--- src/rtl/aclk_keypad_scanner.sv ---
// Scans a 4x3 matrix keypad, debounces whole-scan results and drives the
// alarm-clock controller key bus plus the '*' (alarm) and '#' (time) buttons.
module aclk_keypad_scanner #(
    parameter int SCAN_DIV = 1000,
    parameter int DEBOUNCE = 4,
    parameter int NOKEY    = 10
) (
    input  logic       clk,
    input  logic       reset,
    input  logic [2:0] col_n,
    output logic [3:0] row_n,
    output logic [3:0] key,
    output logic       alarm_button,
    output logic       time_button,
    output logic       key_strobe
);

    localparam int DW = (SCAN_DIV > 1) ? $clog2(SCAN_DIV) : 1;
    localparam int SW = (DEBOUNCE > 1) ? $clog2(DEBOUNCE + 1) : 1;
    localparam logic [DW-1:0] DWELL_LAST = DW'(SCAN_DIV - 1);
    localparam logic [SW-1:0] STABLE_MAX = SW'(DEBOUNCE);
    localparam logic [SW-1:0] STABLE_ONE = SW'(1);
    localparam logic [3:0]    NOKEY_CODE = 4'(NOKEY);

    // Internal candidate codes: 0-9 digits, plus star/hash/none kept apart
    // from NOKEY so they never alias a digit or each other.
    localparam logic [3:0] CAND_STAR = 4'd11;
    localparam logic [3:0] CAND_HASH = 4'd12;
    localparam logic [3:0] CAND_NONE = 4'd15;

    typedef enum logic [1:0] {
        DWELL,
        SAMPLE,
        EVAL,
        COMMIT
    } state_t;

    state_t          state;
    state_t          next_state;
    logic [2:0]      col_meta;
    logic [2:0]      col_sync;
    logic [1:0]      row_idx;
    logic [DW-1:0]   dwell_cnt;
    logic [11:0]     accum;
    logic [3:0]      cand;
    logic [3:0]      prev_cand;
    logic [SW-1:0]   stable_cnt;
    logic [SW-1:0]   stable_next;
    logic [3:0]      scan_cand;
    logic [3:0]      ones;
    logic [3:0]      hit_idx;

    assign row_n = ~(4'b0001 << row_idx);

    always_ff @(posedge clk or posedge reset) begin
        if (reset) begin
            col_meta <= 3'b111;
            col_sync <= 3'b111;
        end else begin
            col_meta <= col_n;
            col_sync <= col_meta;
        end
    end

    always_ff @(posedge clk or posedge reset) begin
        if (reset) state <= DWELL;
        else       state <= next_state;
    end

    always_comb begin
        next_state = state;
        case (state)
            DWELL:   if (dwell_cnt == DWELL_LAST) next_state = SAMPLE;
            SAMPLE:  next_state = (row_idx == 2'd3) ? EVAL : DWELL;
            EVAL:    next_state = COMMIT;
            COMMIT:  next_state = DWELL;
            default: next_state = DWELL;
        endcase
    end

    // Accumulator bit index is row*3+col; exactly one set bit names the key.
    always_comb begin
        ones    = 4'd0;
        hit_idx = 4'd0;
        for (int i = 0; i < 12; i++) begin
            if (accum[i]) begin
                ones    = ones + 4'd1;
                hit_idx = 4'(i);
            end
        end
        scan_cand = CAND_NONE;
        if (ones == 4'd1) begin
            case (hit_idx)
                4'd9:    scan_cand = CAND_STAR;
                4'd10:   scan_cand = 4'd0;
                4'd11:   scan_cand = CAND_HASH;
                default: scan_cand = hit_idx + 4'd1;
            endcase
        end
    end

    always_comb begin
        stable_next = STABLE_ONE;
        if (cand == prev_cand) begin
            stable_next = (stable_cnt == STABLE_MAX) ? stable_cnt : stable_cnt + STABLE_ONE;
        end
    end

    always_ff @(posedge clk or posedge reset) begin
        if (reset) begin
            row_idx      <= 2'd0;
            dwell_cnt    <= '0;
            accum        <= '0;
            cand         <= CAND_NONE;
            prev_cand    <= CAND_NONE;
            stable_cnt   <= '0;
            key          <= NOKEY_CODE;
            alarm_button <= 1'b0;
            time_button  <= 1'b0;
            key_strobe   <= 1'b0;
        end else begin
            key_strobe <= 1'b0;
            case (state)
                DWELL: begin
                    if (dwell_cnt != DWELL_LAST) dwell_cnt <= dwell_cnt + 1'b1;
                end
                SAMPLE: begin
                    dwell_cnt <= '0;
                    case (row_idx)
                        2'd0:    accum[2:0]  <= ~col_sync;
                        2'd1:    accum[5:3]  <= ~col_sync;
                        2'd2:    accum[8:6]  <= ~col_sync;
                        default: accum[11:9] <= ~col_sync;
                    endcase
                    if (row_idx != 2'd3) row_idx <= row_idx + 2'd1;
                end
                EVAL: begin
                    cand <= scan_cand;
                end
                COMMIT: begin
                    prev_cand  <= cand;
                    stable_cnt <= stable_next;
                    row_idx    <= 2'd0;
                    accum      <= '0;
                    if (stable_next == STABLE_MAX) begin
                        case (cand)
                            CAND_STAR: begin
                                key          <= NOKEY_CODE;
                                alarm_button <= 1'b1;
                                time_button  <= 1'b0;
                            end
                            CAND_HASH: begin
                                key          <= NOKEY_CODE;
                                alarm_button <= 1'b0;
                                time_button  <= 1'b1;
                            end
                            CAND_NONE: begin
                                key          <= NOKEY_CODE;
                                alarm_button <= 1'b0;
                                time_button  <= 1'b0;
                            end
                            default: begin
                                key          <= cand;
                                alarm_button <= 1'b0;
                                time_button  <= 1'b0;
                                key_strobe   <= (cand != key);
                            end
                        endcase
                    end
                end
                default: ;
            endcase
        end
    end

endmodule

--- config.mk ---
export PLATFORM = sky130hd
export DESIGN_NAME = aclk_keypad_scanner
export DESIGN_NICKNAME = d
export VERILOG_FILES = /design/src/rtl/aclk_keypad_scanner.sv
export SDC_FILE = /design/constraint.sdc
export NUM_CORES = 1
export LEC_CHECK = 0
export CORE_UTILIZATION = 38
export CTS_CLUSTER_DIAMETER = 100
export DETAILED_ROUTE_END_ITERATION = 6
export GPL_TIMING_DRIVEN = 0
export SLEW_MARGIN = 30
export SYNTH_ARGS = -nofsm -noshare
export SYNTH_HDL_FRONTEND = slang
export SYNTH_SLANG_ARGS = --single-unit
--- constraint.sdc ---
create_clock -name clk -period 6.15 [get_ports clk]
set_clock_uncertainty 0.2 [all_clocks]
set_input_delay 0.9225 -clock clk [delete_from_list [all_inputs] [get_ports clk]]
set_output_delay 0.9225 -clock clk [all_outputs]
set_load 0.05 [all_outputs]
==> results of run 1 <==
==> worst paths after layout <==
path / start / end / slack [ps]
min in group asynchronous: reset / dwell_cnt[1]$_DFFE_PP0P_ / 840
max reg2reg: accum[0]$_DFFE_PP0P_ / cand[0]$_DFFE_PP1P_ / -200
min reg2reg: col_meta[2]$_DFF_PP1_ / col_sync[2]$_DFF_PP1_ / 160
max in group asynchronous: reset / accum[11]$_DFFE_PP0P_ / 4500
max: accum[0]$_DFFE_PP0P_ / cand[0]$_DFFE_PP1P_ / -200
min: col_meta[2]$_DFF_PP1_ / col_sync[2]$_DFF_PP1_ / 160
==> power breakdown <==
group / leakage [nW] / total (mW) / switching [mW] / internal, mW
combinational: 1.24 / 0.00878 / 0.00642 / 0.00235
clock: 0.0585 / 0.236 / 0.104 / 0.133
sequential: 0.627 / 0.333 / 0.000509 / 0.332
==> cell usage after synthesis, types with 5 or more instances <==
master | instances | share of area (%)
xor2_1 | 12 | 3.2
o21ai_0 | 26 | 3.9
nor2_1 | 31 | 3.5
ha_1 | 22 | 8.3
dfrtp_1 | 34 | 26
a31oi_1 | 8 | 1.5
o22ai_1 | 12 | 2.3
a22o_1 | 5 | 1.3
mux2i_1 | 9 | 2.7
xnor2_1 | 16 | 4.2
mux2_2 | 5 | 1.7
inv_1 | 25 | 2.8
dfstp_2 | 16 | 13
clkbuf_1 | 14 | 1.6
a21oi_1 | 14 | 2.1
nand3_1 | 12 | 1.8
nand2_1 | 51 | 5.7
==> registers in the layout, indices dropped and copies added, names as in the netlist, named ones only <==
signal,count
key,4
row_idx,2
prev_cand,4
cand,4
accum,12
col_meta,3
state,1
time_button,1
stable_cnt,3
alarm_button,1
dwell_cnt,10
key_strobe,1
col_sync,3
==> per-layer routing <==
layer	share of wire (%)	global-route usage [%]
met1	48	24.5
met2	46	29.8
met3	3.1	3.35
met4	2.0	5.85
met5	0	0
==> area by class of cell <==
| type | instances | area [sq um] |
|---|---|---|
| plain buffers | 17 | 70.1 |
| flip-flops and latches | 50 | 1270 |
| multi-input cells | 277 | 2060 |
| clock buffers | 7 | 86.3 |
| well taps | 105 | 131 |
| inverters | 26 | 100 |
| fillers | 741 | 3930 |
| repair buffers | 83 | 664 |
| clock inverters | 1 | 30.0 |
==> logic make-up (layout without fill, tap and decap cells) <==
family	Yosys count	in the layout	share of synthesized area [%]
buf+inv	43	134	5.03
xor+xnor	35	35	11.9
flops	50	50	38.2
fa+ha+maj	22	22	8.26
compound gates	87	87	16.4
mux	14	14	4.39
simple gates	119	119	15.8
==> per-stage QoR <==
| step | hold slack, ps | instances | instance area [sq um] | util (%) | total power [mW] |
|---|---|---|---|---|---|
| after global routing | 166 | 566 | 4420 | 52.9 | 0.599 |
| after CTS | 162 | 560 | 4300 | 51.6 | 0.586 |
| after detailed placement | 149 | 490 | 3630 | 43.5 | 0.349 |
| after global placement | 146 | 490 | 3630 | 43.5 | 0.348 |
| final | 161 | 566 | 4420 | 52.9 | 0.578 |
| after floorplan | 145 | 370 | 3340 | - | 0.344 |
==> worst max-delay path, delay by kind of cell, from the launching register on <==
family / cells / cell delay, ps
AND/OR/NAND/NOR: 7 / 620
AO/OA/AOI/OAI: 6 / 700
buffers and inverters: 20 / 2400
XOR/XNOR: 2 / 380
adder cells (fa/ha/maj): 6 / 1550
flip-flops: 1 / 420
==> layout by cell type (no fill, tap or decap), types with 10 or more instances in the layout <==
master,synthesis,final
a21oi_1,14,10
o21ai_0,26,24
xor2_1,12,12
buf_4,1,68
nand2_1,51,46
nor2_1,31,28
dfstp_2,16,16
inv_1,25,18
dfrtp_1,34,34
clkbuf_1,14,15
nand3_1,12,12
ha_1,22,15
o22ai_1,12,11
xnor2_1,16,13
clkdlybuf4s50_1,0,15
==> what timing repair did <==
| item | CTS | global route |
|---|---|---|
| setup endpoints to repair | 4 | 4 |
| gates resized for setup | 24 | 15 |
| setup buffers | 62 | 7 |
| pin swaps | 16 | 20 |
==> impl_metrics.json, run 1 <==
{
  "outcome": "finished, violations left",
  "violations": "negative setup slack",
  "grt_setup_unrepaired": "yes",
  "synth_warnings": 0,
  "fin_crit_sh_pct": 103,
  "final_nets": 487,
  "power_density_nw_per_um2": 131,
  "initial_core_util_pct": 39.9,
  "max_freq_ghz": 0.157,
  "cts_max_level": 2,
  "synth_cell_type_count": 52,
  "first_pass_iters": 4,
  "critical_path_class": "flop to flop",
  "dp_slack_ps": -517,
  "syn_inst": 370,
  "hold_depth": 0,
  "cpMaxStageDelayCell": "dfrtp_1",
  "clock-sinks": 50,
  "post-route-min-period_ps": 6350,
  "hold_buffers": 0,
  "cp_common_cell": "buf_4",
  "dieArea_sq_um": 9150,
  "port_buffers": 15,
  "post-route-drc-count": 0,
  "syn_to_final_growth_pct": 32.5,
  "synthesis.nets": 397,
  "fp.dieW_microns": 95.6,
  "crit_required_ps": 6160,
  "post-dp-hpwl_microns": 4610,
  "endpoint_kind": "flop",
  "io_pins": 16,
  "wl_microns": 7850,
  "setup_viol": 4,
  "cts_buffers": 5,
  "worst_slack_ps": -201,
  "clk_pin_slew_ps": 90,
  "clock_latency_ps": 300,
  "coreArea_sq_um": 8340,
  "grt_pass1_wl_microns": 13000,
  "grt_usage_pct": 18.3,
  "tritoncts": "yes",
  "seq_area_frac_synth_pct": 38.2,
  "num_rows": 33,
  "antenna_found_initial": 0,
  "crit_path_start_kind": "flop",
  "drt_iter0_drc": 154,
  "hold_viol": 0,
  "grt_max_degree": 51,
  "num_vias": 2921,
  "worstMarginPinSlew_ps": 837,
  "synth_edf_count": 0,
  "die-height_microns": 95.6,
  "gp_congestion": 0.804,
  "leakage_nw": 1.93,
  "diodes": 0,
  "grt_pass1_vias": 2829,
  "overflow": 0,
  "worst_ep_arrival_time_ps": 6360,
  "synth_ff_type": "dfrtp_1",
  "ff2ff_path_depth": 41,
  "ir_worst_vdd_v": 0.0000963,
  "ys_async_sr_fraction_pct": 100,
  "cts_root_buffer": "clkbuf_8",
  "maxSlewHeadroom_pct": 43.5,
  "maxCapViolations": 0,
  "timing.critical_path.fanout_max": 4,
  "ant_nets": 0,
  "clockBufferDepth": 2,
  "setup-tns-final_ps": -797,
  "via_per_inst": 5.16,
  "ys_ff_latch": 50,
  "drv_slew": 0,
  "syn_area_sq_um": 3330,
  "drive_gt1_share_pct": 31.2,
  "avgSynthCellArea_sq_um": 9.01,
  "max_stage_delay_ps": 420,
  "hold_path_class": "flop to flop",
  "wl_per_cell_microns": 13.9
}
Power figures use the tool's default switching activity.
==> run 2, diff against run 1 <==
- SKIP_CTS_REPAIR_TIMING: default -> 1
==> run 2 against run 1 <==
  * The run still ends with negative setup slack left
  * Design area decreased by 10%
  * First-iteration DRC count down 53%
  * Combinational power hardly changed
  * Critical path depth down 4
  * Final cell count fell by 11%
  * Global-route usage decreased by 3.2 points
  * Utilization fell by 5.5 points
  * Register-to-register slack lost 50 ps
  * Setup slack got worse by 52 ps
  * Routed wire length is 17% lower
  * Via count shrank 11%
==> impl_metrics.json, run 2 (synthesized netlist as in run 1, its figures left out) <==
{
  "final_common_cell": "nand2_1",
  "diodes": 0,
  "endpoint_kind": "flop",
  "power_density_nw_per_um2": 146,
  "violations": "negative setup slack",
  "dp_cells": 490,
  "max_stage_delay_ps": 390,
  "overflow": 0,
  "num_vias": 2606,
  "cts_max_level": 2,
  "outcome": "finished, violations left",
  "ant_nets": 0,
  "reg_top3": "accum (12), dwell_cnt (10)",
  "post-dp-hpwl_microns": 4610,
  "leakage_nw": 1.68,
  "antenna_found_initial": 0,
  "drt_iter0_drc": 72,
  "via_per_inst": 5.15,
  "coreArea_sq_um": 8340,
  "grt_setup_unrepaired": "yes",
  "cts_buffers": 5,
  "cpMaxStageDelayCell": "dfrtp_1",
  "hold_viol": 0,
  "layout_common_cells": "nand2_1, dfrtp_1, nor2_1",
  "clock-sinks": 50,
  "maxSlewHeadroom_pct": 44.9,
  "dieArea_sq_um": 9150,
  "timing.critical_path.fanout_max": 4,
  "grt_usage_pct": 15.0,
  "drv_slew": 0,
  "cts_root_buffer": "clkbuf_8",
  "final_nets": 427,
  "fin_hold_ws_ps": 160,
  "tritoncts": "yes",
  "grt_pass1_wl_microns": 10900,
  "grt_pass1_vias": 2373,
  "die-height_microns": 95.6,
  "power_mw": 0.577,
  "utilization_pct": 47.5,
  "worstMarginPinSlew_ps": 816,
  "fin_crit_sh_pct": 104,
  "num_rows": 33,
  "initial_core_util_pct": 39.9,
  "critical_path_class": "flop to flop",
  "ff2ff_path_depth": 37,
  "drive_gt1_share_pct": 19.5,
  "stdcell_count": 506,
  "port_buffers": 15,
  "syn_to_final_growth_pct": 18.8,
  "wl_per_cell_microns": 13.0,
  "ir_worst_vdd_v": 0.0000955,
  "setup_viol": 4,
  "hold_depth": 0,
  "io_pins": 16,
  "wl_microns": 6560,
  "crit_path_start_kind": "flop",
  "clockBufferDepth": 2,
  "top_register": "accum",
  "post-route-drc-count": 0,
  "fp.dieW_microns": 95.6,
  "gp_congestion": 0.804,
  "clk_pin_slew_ps": 90,
  "worst_slack_ps": -253,
  "hold_path_class": "flop to flop",
  "post-route-min-period_ps": 6400,
  "crit_required_ps": 6160,
  "worst_ep_arrival_time_ps": 6410,
  "largest_register_ffs": 12,
  "first_pass_iters": 4,
  "clock_latency_ps": 300,
  "max_freq_ghz": 0.156,
  "grt_max_degree": 51,
  "maxCapViolations": 0
}
-- run 2: cell count changes in the layout (fill, tap and decap cells not counted), sizes merged --
| cell | before | now |
|---|---|---|
| buf | 71 | 11 |
-- run 2: layout make-up --
cell class	count	area, sq um
sequential	50	1270
inverter	26	100
clock buffer	7	86.3
buffer	17	70.1
timing repair buffer	23	210
multi-input combinational	277	2060
clock inverter	1	30.0
fill	800	4380
tap	105	131
-- run 2: layer usage --
metal	routed length [microns]	up-vias	share of wire [%]	GRT usage [%]
met4	43	0	0.66	2.61
met2	3040	28	46	23.9
met5	0	-	0	0
met1	3310	1230	51	21.6
li1	-	1343	-	-
met3	162	5	2.5	2.63
-- run 2: per-stage QoR --
stage	setup TNS, ps	cell area (sq um)	worst slack, ps
3_3_place_gp	-1700	3630	-428
2_1_floorplan	0	3340	72.4
4_1_cts	-2350	3740	-589
5_1_grt	-2360	3960	-598
6_report	-997	3960	-253
3_5_place_dp	-2060	3630	-517
-- run 2: path summary, 6_finish.rpt --
path / from / end / slack (ps)
max reg2reg: accum[0]$_DFFE_PP0P_ / cand[0]$_DFFE_PP1P_ / -250
min: col_meta[2]$_DFF_PP1_ / col_sync[2]$_DFF_PP1_ / 160
min in group asynchronous: reset / dwell_cnt[1]$_DFFE_PP0P_ / 840
max in group asynchronous: reset / accum[11]$_DFFE_PP0P_ / 4500
max: accum[0]$_DFFE_PP0P_ / cand[0]$_DFFE_PP1P_ / -250
min reg2reg: col_meta[2]$_DFF_PP1_ / col_sync[2]$_DFF_PP1_ / 160
-- run 2: where the power goes --
part	leakage [nW]	total (mW)	internal [mW]	switching [mW]
Combinational	0.991	0.00880	0.00235	0.00645
Clock	0.0585	0.235	0.133	0.103
Sequential	0.627	0.333	0.332	0.000514
Total	1.68	0.577	0.467	0.110
-- run 2: worst max-delay path, delay by kind of cell (launching register included) --
family | cells | cell delay (ps)
adders and majority gates | 10 | 2660
muxes | 1 | 280
xor gates and xnor gates | 2 | 380
AOI/OAI and AO/OA | 10 | 1240
buffers and inverters | 5 | 340
and+or+nand+nor | 9 | 820
DFF | 1 | 390
